### src/rtl/dep_scoreboard.sv
// dep_scoreboard: circular-window dependency scoreboard for the instruction buffer.
// Records, at allocation, which older in-flight entries each new instruction
// waits on. Clears those waits as producers complete, publishes a per-entry
// ready vector and retires completed entries in program order.
// Optional feature macro: DEP_WAR_WAW_EN adds WAR/WAW tracking (keeps rs masks).
module dep_scoreboard #(
  parameter int unsigned DEPTH  = 32,
  parameter int unsigned REGNUM = 16,
  parameter int unsigned NSRC   = 2
) (
  input  logic                              clk,
  input  logic                              rst,
  input  logic                              alloc_valid,
  output logic                              alloc_ready,
  input  logic                              alloc_rd_we,
  input  logic [$clog2(REGNUM)-1:0]         alloc_rd,
  input  logic [NSRC*$clog2(REGNUM)-1:0]    alloc_rs,
  input  logic [NSRC-1:0]                   alloc_rs_en,
  output logic [$clog2(DEPTH)-1:0]          alloc_idx,
  input  logic                              complete_valid,
  input  logic [$clog2(DEPTH)-1:0]          complete_idx,
  output logic [DEPTH-1:0]                  ready_vec,
  output logic                              retire_valid,
  output logic [$clog2(DEPTH)-1:0]          retire_idx,
  output logic [$clog2(DEPTH):0]            count,
  output logic                              full,
  output logic                              empty
);

  localparam int unsigned IW = $clog2(DEPTH);
  localparam int unsigned RW = $clog2(REGNUM);
  localparam int unsigned CW = IW + 1;

  logic [DEPTH-1:0]  valid_q;
  logic [DEPTH-1:0]  done_q;
  logic [REGNUM-1:0] rd_mask_q [DEPTH];
`ifdef DEP_WAR_WAW_EN
  logic [REGNUM-1:0] rs_mask_q [DEPTH];
`endif
  logic [DEPTH-1:0]  wait_q [DEPTH];
  logic [IW-1:0]     head_q;
  logic [IW-1:0]     tail_q;
  logic [CW-1:0]     count_q;
  logic              retire_valid_q;
  logic [IW-1:0]     retire_idx_q;

  logic              accept;
  logic              comp_hit;
  logic              retire_hit;
  logic [REGNUM-1:0] new_rd_mask;
  logic [REGNUM-1:0] new_rs_mask;
  logic [DEPTH-1:0]  new_wait;
  logic              live;
  logic              hazard;

  // Status derived directly from the registered pointer state
  assign full         = (count_q == CW'(DEPTH));
  assign empty        = (count_q == '0);
  assign alloc_ready  = ~full;
  assign alloc_idx    = tail_q;
  assign count        = count_q;
  assign retire_valid = retire_valid_q;
  assign retire_idx   = retire_idx_q;

  assign accept     = alloc_valid & alloc_ready;
  assign comp_hit   = complete_valid & valid_q[complete_idx] & ~done_q[complete_idx];
  assign retire_hit = valid_q[head_q] & done_q[head_q];

  // One-hot destination and OR-of-one-hot source masks for the incoming instruction
  always_comb begin
    new_rd_mask = '0;
    new_rs_mask = '0;
    if (alloc_rd_we) new_rd_mask = REGNUM'(1) << alloc_rd;
    for (int unsigned k = 0; k < NSRC; k++) begin
      if (alloc_rs_en[k]) new_rs_mask = new_rs_mask | (REGNUM'(1) << alloc_rs[k*RW +: RW]);
    end
  end

  // Wait row for the incoming instruction; a same-cycle completion wins over the new wait bit
  always_comb begin
    new_wait = '0;
    live     = 1'b0;
    hazard   = 1'b0;
    for (int unsigned j = 0; j < DEPTH; j++) begin
      live   = valid_q[j] & ~done_q[j] & (tail_q != IW'(j)) &
               ~(comp_hit & (complete_idx == IW'(j)));
      hazard = |(rd_mask_q[j] & new_rs_mask);
`ifdef DEP_WAR_WAW_EN
      hazard = hazard | (|(rs_mask_q[j] & new_rd_mask)) | (|(rd_mask_q[j] & new_rd_mask));
`endif
      new_wait[j] = live & hazard;
    end
  end

  // Entry is issuable when valid, not done and nothing left to wait on
  always_comb begin
    ready_vec = '0;
    for (int unsigned i = 0; i < DEPTH; i++) begin
      ready_vec[i] = valid_q[i] & ~done_q[i] & ~(|wait_q[i]);
    end
  end

  // Entry state, pointers and retire pulse; completion, retire and allocation touch distinct entries
  always_ff @(posedge clk or posedge rst) begin
    if (rst) begin
      valid_q        <= '0;
      done_q         <= '0;
      head_q         <= '0;
      tail_q         <= '0;
      count_q        <= '0;
      retire_valid_q <= 1'b0;
      retire_idx_q   <= '0;
      for (int unsigned i = 0; i < DEPTH; i++) begin
        rd_mask_q[i] <= '0;
`ifdef DEP_WAR_WAW_EN
        rs_mask_q[i] <= '0;
`endif
        wait_q[i]    <= '0;
      end
    end else begin
      retire_valid_q <= retire_hit;
      if (comp_hit) begin
        done_q[complete_idx] <= 1'b1;
        for (int unsigned i = 0; i < DEPTH; i++) begin
          wait_q[i][complete_idx] <= 1'b0;
        end
      end
      if (retire_hit) begin
        valid_q[head_q]   <= 1'b0;
        done_q[head_q]    <= 1'b0;
        rd_mask_q[head_q] <= '0;
`ifdef DEP_WAR_WAW_EN
        rs_mask_q[head_q] <= '0;
`endif
        wait_q[head_q]    <= '0;
        retire_idx_q      <= head_q;
        head_q            <= head_q + IW'(1);
      end
      if (accept) begin
        valid_q[tail_q]   <= 1'b1;
        done_q[tail_q]    <= 1'b0;
        rd_mask_q[tail_q] <= new_rd_mask;
`ifdef DEP_WAR_WAW_EN
        rs_mask_q[tail_q] <= new_rs_mask;
`endif
        wait_q[tail_q]    <= new_wait;
        tail_q            <= tail_q + IW'(1);
      end
      if (accept && !retire_hit) count_q <= count_q + CW'(1);
      else if (!accept && retire_hit) count_q <= count_q - CW'(1);
    end
  end

endmodule

### config.mk
export PLATFORM = sky130hd
export DESIGN_NAME = dep_scoreboard
export DESIGN_NICKNAME = d
export VERILOG_FILES = /design/src/rtl/dep_scoreboard.sv
export SDC_FILE = /design/constraint.sdc
export NUM_CORES = 2
export LEC_CHECK = 0
export BUFFER_PORTS_ARGS = -buffer_cell sky130_fd_sc_hd__buf_2
export CORE_AREA = 2 2 356 393
export CTS_CLUSTER_DIAMETER = 200
export CTS_CLUSTER_SIZE = 14
export DETAILED_ROUTE_END_ITERATION = 10
export DIE_AREA = 0 0 358 395
export PLACE_DENSITY = 0.65
export SLEW_MARGIN = 20
export SYNTH_ARGS = -nofsm -noshare
export SYNTH_HDL_FRONTEND = slang
export SYNTH_SLANG_ARGS = --single-unit
### constraint.sdc
create_clock -name clk -period 52.7 [get_ports clk]
set_clock_uncertainty 0.05 [all_clocks]
set_input_delay 2.635 -clock clk [delete_from_list [all_inputs] [get_ports clk]]
set_output_delay 2.635 -clock clk [all_outputs]
set_load 0.01 [all_outputs]
* Word level (Yosys, flattened, before mapping)
Cells that the tools add are included.
Storage, ports and cells: bits in registers 1622, bits of input ports 24, output and inout bits 52, logic and storage cells 640
Cells by class: $add $sub $neg 4, $lt $le $gt $ge 10, equal/unequal tests 63, shift-type cells 3, mux-type cells 39, bitwise logic cells 373, reductions and logical operators 77
Operators with widths (number):
- 2-to-1 mux 1024 bit | 3
- bitwise AND 32 bit | 35
- bitwise AND 1024 bit | 1
- bitwise mux 1024 bit | 1
- 2-to-1 mux 512 bit | 2
- inverter 1024 bit | 1
- OR reduction 32 bit | 32
- bitwise AND 16 bit | 32
- bitwise AND 512 bit | 1
- bitwise mux 512 bit | 1
- inverter 512 bit | 1
- OR reduction 16 bit | 32
- demux 32 bit (select 5 bit) | 2
- 2-to-1 mux 32 bit | 7
- bitwise AND 1 bit | 196
- demux 16 bit (select 5 bit) | 2
- inverter 1 bit | 98
- inverter 32 bit | 3
- equality test 5 bit, second input constant | 16
- 2-to-1 mux 16 bit | 5
- != test 5 bit, second input constant | 16
- bitwise OR 32 bit | 2
- << shifter 1 x 4 -> 16 bit, first input constant | 3
- equality test 5 x 4 -> 1 bit, second input constant | 8
- 27 further kinds | 69

* Depth between registers and ports, before layout
depth after elaboration 11, mapped depth 23, mapped depth without buffers 16

* Worst setup path after synthesis
Ideal clock, no wire load.
kind input-to-reg, from input port complete_idx[1], to register wait_q[106] (netlist name), library setup time 122 ps, arrival 4918 ps, data required time 52528 ps, setup slack 47610 ps, cell stages on the path 11, buffers on the path 4, cells stage by stage buf_2 mux4_2 mux2i_1 or3_1 buf_2 nand2_1 or4b_1 buf_2 and3_1 buf_2 a32o_1
On the way: word-level cells in the longest chain between the ends 11, elaborated cells between the ends (all ways) 24, classes of those cells 2 x order compare; 1 x eq/ne; 10 x mux; 10 x bitwise; 1 x reduce/logical
RTL lines:
- start, declared | line 21 | input logic [$clog2(DEPTH)-1:0] complete_idx,
- less-than comparator 5 x 6 -> 1 bit (not written as such) / greater-or-equal comparator 5 x 1 -> 1 bit (equally long branches) | line 125 | wait_q[i][complete_idx] <= 1'b0;
- logical AND 1 bit (not written as such) | line 125
- 2-to-1 mux 1 bit (not written as such) | line 125
- demux 1 bit (select 5 bit) | line 125
- inverter 32 bit (no line)
- bitwise AND 32 bit (no line)
- 2-to-1 mux 1024 bit | line 122 | if (comp_hit) begin
- bitwise AND 1024 bit (no line)
- 2-to-1 mux 1024 bit | line 128 | if (retire_hit) begin
- bitwise mux 1024 bit | line 146 | wait_q[tail_q] <= new_wait;
- 2-to-1 mux 1024 bit (*) | line 139 | if (accept) begin
- end signal, assigned by index | line 146
- end, declared | line 40 | logic [DEPTH-1:0] wait_q [DEPTH];
Mark *: on every way between the ends. The rest lies on a longest branch, timed or not. The select of a mux whose other input is x is not followed. A chain may end at the register's enable or synchronous reset.

* Worst setup path in the final report
from input port complete_idx[0], to register wait_q[750] (netlist name)
Same word-level chain as after synthesis.

==> metrics.txt <==
Sw Share=34.42%; register bit total from synthesis=1622; P_leak=32.99 nW; layout cell share with drive strength beyond 1=11.10%; register area share after synthesis=59.51%; post-synth top area share=59.51%; post-synth top area cell=dfrtp_1; Final setup viols=0; ys async rst share=100.0%; routability cong.=0.9852; arrival time worst endpoint=6810 ps; Post-CTS Setup Inserts=0; GRT overflow=0; CTS tree=built; combinational group share of total power=23.1%; first-pass GRT wire length=378.6 mm; RSZ-0062 raised after global routing=no; Setup CP Type=input pin to flip-flop; Peak Freq=0.1617 GHz; critical path capture point type=flip-flop; starting density of the core=49.64%; synthesized area=0.06821 sq mm; status=completed; dominant cells by area after synthesis=dfrtp_1, a32o_1, a22o_1, nor4_1, o2bb2ai_1; VDD IR max=40.15 uV; clk buf depth=3; post-route non-filler standard cell count=7064; synth unique cells=79; Num CTS Buffers=133; dominant cell by count in the synthesized netlist=dfrtp_1; Post-synth top cells=dfrtp_1, a32o_1, clkbuf_1; std cell rows=143; Pre-Repair DR Iteration Count=7; H-Tree Depth=4; Synth Instances=5501; Worst slew margin=14.76%; Avg Cell Area, Syn=12.40 sq um; area of the core=0.1374 sq mm; GRT Total Usage=36.59%; DP Cell Count=6909; number of vias per cell=7.669; CP Launch Type=input pin; clk sink count=1622; EDFF count, synth=0; WP data required=53330 ps; Synthesis Warnings=0; P&R area growth vs syn=8.315%; cts repair resizes=0; initial antenna violation count=11; post-route DRC violation count=0; final critical-path share of the clock period=11.74%; internal power=1.988 mW; Flop pwr share=46.6%; Final min period=6185 ps; starting DRC count in detailed routing=8221; die width=358 um; Critical Path Fanout Max=34; setup TNS=0 ps; post-DP HPWL=157.9 mm; clock slew at reported path FFs=60 ps; Worst Hold Class=flip-flop to flip-flop; drt total wl=260.4 mm; Main synth FF type=dfrtp_1; Clk pwr share=30.3%; Die Area=0.1414 sq mm; Slew Limit Fails=0; I/O pin count=76; Pwr per Cell Area=41.04 mW/mm^2; worst skew pair latency=800 ps; ANT nets after route=0; largest net degree at the start of global routing=194; number of max-cap violations=0; Tightest Pin Transition=1269 ps; fin nets=5278; Routed WL per cell=36.86 um; CTS Hold Buffers Added=0; Die Span Y=395 um; I/O Buffers=75; net switching power=1.044 mW; Via Count=54176; Hold Violations, Final=0; CTS root buffer=clkbuf_16; number of global-route vias before repair=53376; syn_nets=5542
-- power by group through the flow --
stage,clock [mW],sequential [mW],combinational (mW)
2_1_floorplan,0,1.41,0.406
3_3_place_gp,0,1.43,0.670
3_5_place_dp,0,1.43,0.677
4_1_cts,0.926,1.41,0.679
5_1_grt,0.976,1.42,0.727
6_report,0.919,1.41,0.701
-- cells by family after synthesis --
logic type               count (synthesis)  share of synthesized area (%)
AO/OA/AOI/OAI                         1941                          25.54
flip-flops                            1622                          59.51
XOR/XNOR                                12                         0.1541
adder cells (fa/ha/maj)                 17                         0.3229
buffers and inverters                  713                          4.580
AND/OR/NAND/NOR                       1154                          8.921
multiplexers                            42                         0.9741
-- cells in the final DEF, fill, tap and decap left out, types with 36 or more instances in the layout --
cell type  synthesis  final
buf_2            178     75
a221oi_1          46     46
a22oi_1          136    136
nand2_1          343    326
o22ai_1          118    107
clkbuf_16          0    135
nand4_1           85     85
a32o_1           878    878
inv_1             48     47
a22o_1           357    357
and3_1            90     88
buf_4             46    176
dfrtp_1         1622   1622
nor3_1            37     36
nand3_1           86     82
nor2_1           105     59
o2bb2ai_1        185    185
nor4_1           263    259
-- area by class of cell --
type | count | area, sq um
Fill cell | 11680 | 63530
Sequential cell | 1622 | 40590
Multi-Input combinational cell | 3166 | 25290
Clock buffer | 136 | 3392
Tap cell | 1812 | 2267
Timing Repair Buffer | 262 | 1922
Clock inverter | 13 | 210.2
Inverter | 52 | 202.7
Antenna cell | 1 | 2.502
-- worst paths after layout --
check                                      from             end  slack (ps)  cells after the start
worst min-delay path             rd_mask_q[209]  rd_mask_q[209]         440                      1
worst max-delay path            complete_idx[0]     wait_q[750]       46520                      8
min in group asynchronous                   rst  rd_mask_q[103]        1950                      2
worst min register to register   rd_mask_q[209]  rd_mask_q[209]         440                      1
worst max register to register        head_q[1]        count[5]       47400                     17
max in group asynchronous                   rst     wait_q[468]       46640                      6
-- flip-flops by register name, summed over array words and instances (netlist names) --
signal        count
wait_q         1024
rd_mask_q       512
done_q           32
valid_q          32
count             6
alloc_idx         5
head_q            5
retire_idx        5
retire_valid      1
-- worst max-delay path, cell delays in order --
cell	delay, ps
buf_2	530
mux4_2	590
o211ai_1	650
and4_1	570
nand2_2	730
nor3b_4	420
buf_4	320
a32o_1	290
-- through the flow --
step	setup WS (ps)	util, %	power [mW]	area (sq um)	hold slack (ps)
floorplan	4244	-	1.811	68210	405.1
global placement	45610	51.00	2.098	70080	420.1
detailed placement	45560	51.04	2.107	70130	423.0
CTS	46420	53.66	3.013	73740	441.4
global route	46130	53.76	3.121	73880	447.8
finish	46520	53.77	3.032	73880	437.6
-- per-layer routing --
layer	up-vias	track usage (%)	wire, um
met4	14	17.31	13510
li1	21421	-	-
met1	28462	50.86	102200
met2	3569	53.55	114700
met5	-	0	91
met3	710	9.601	29890
(Power assumes the default switching activity.)
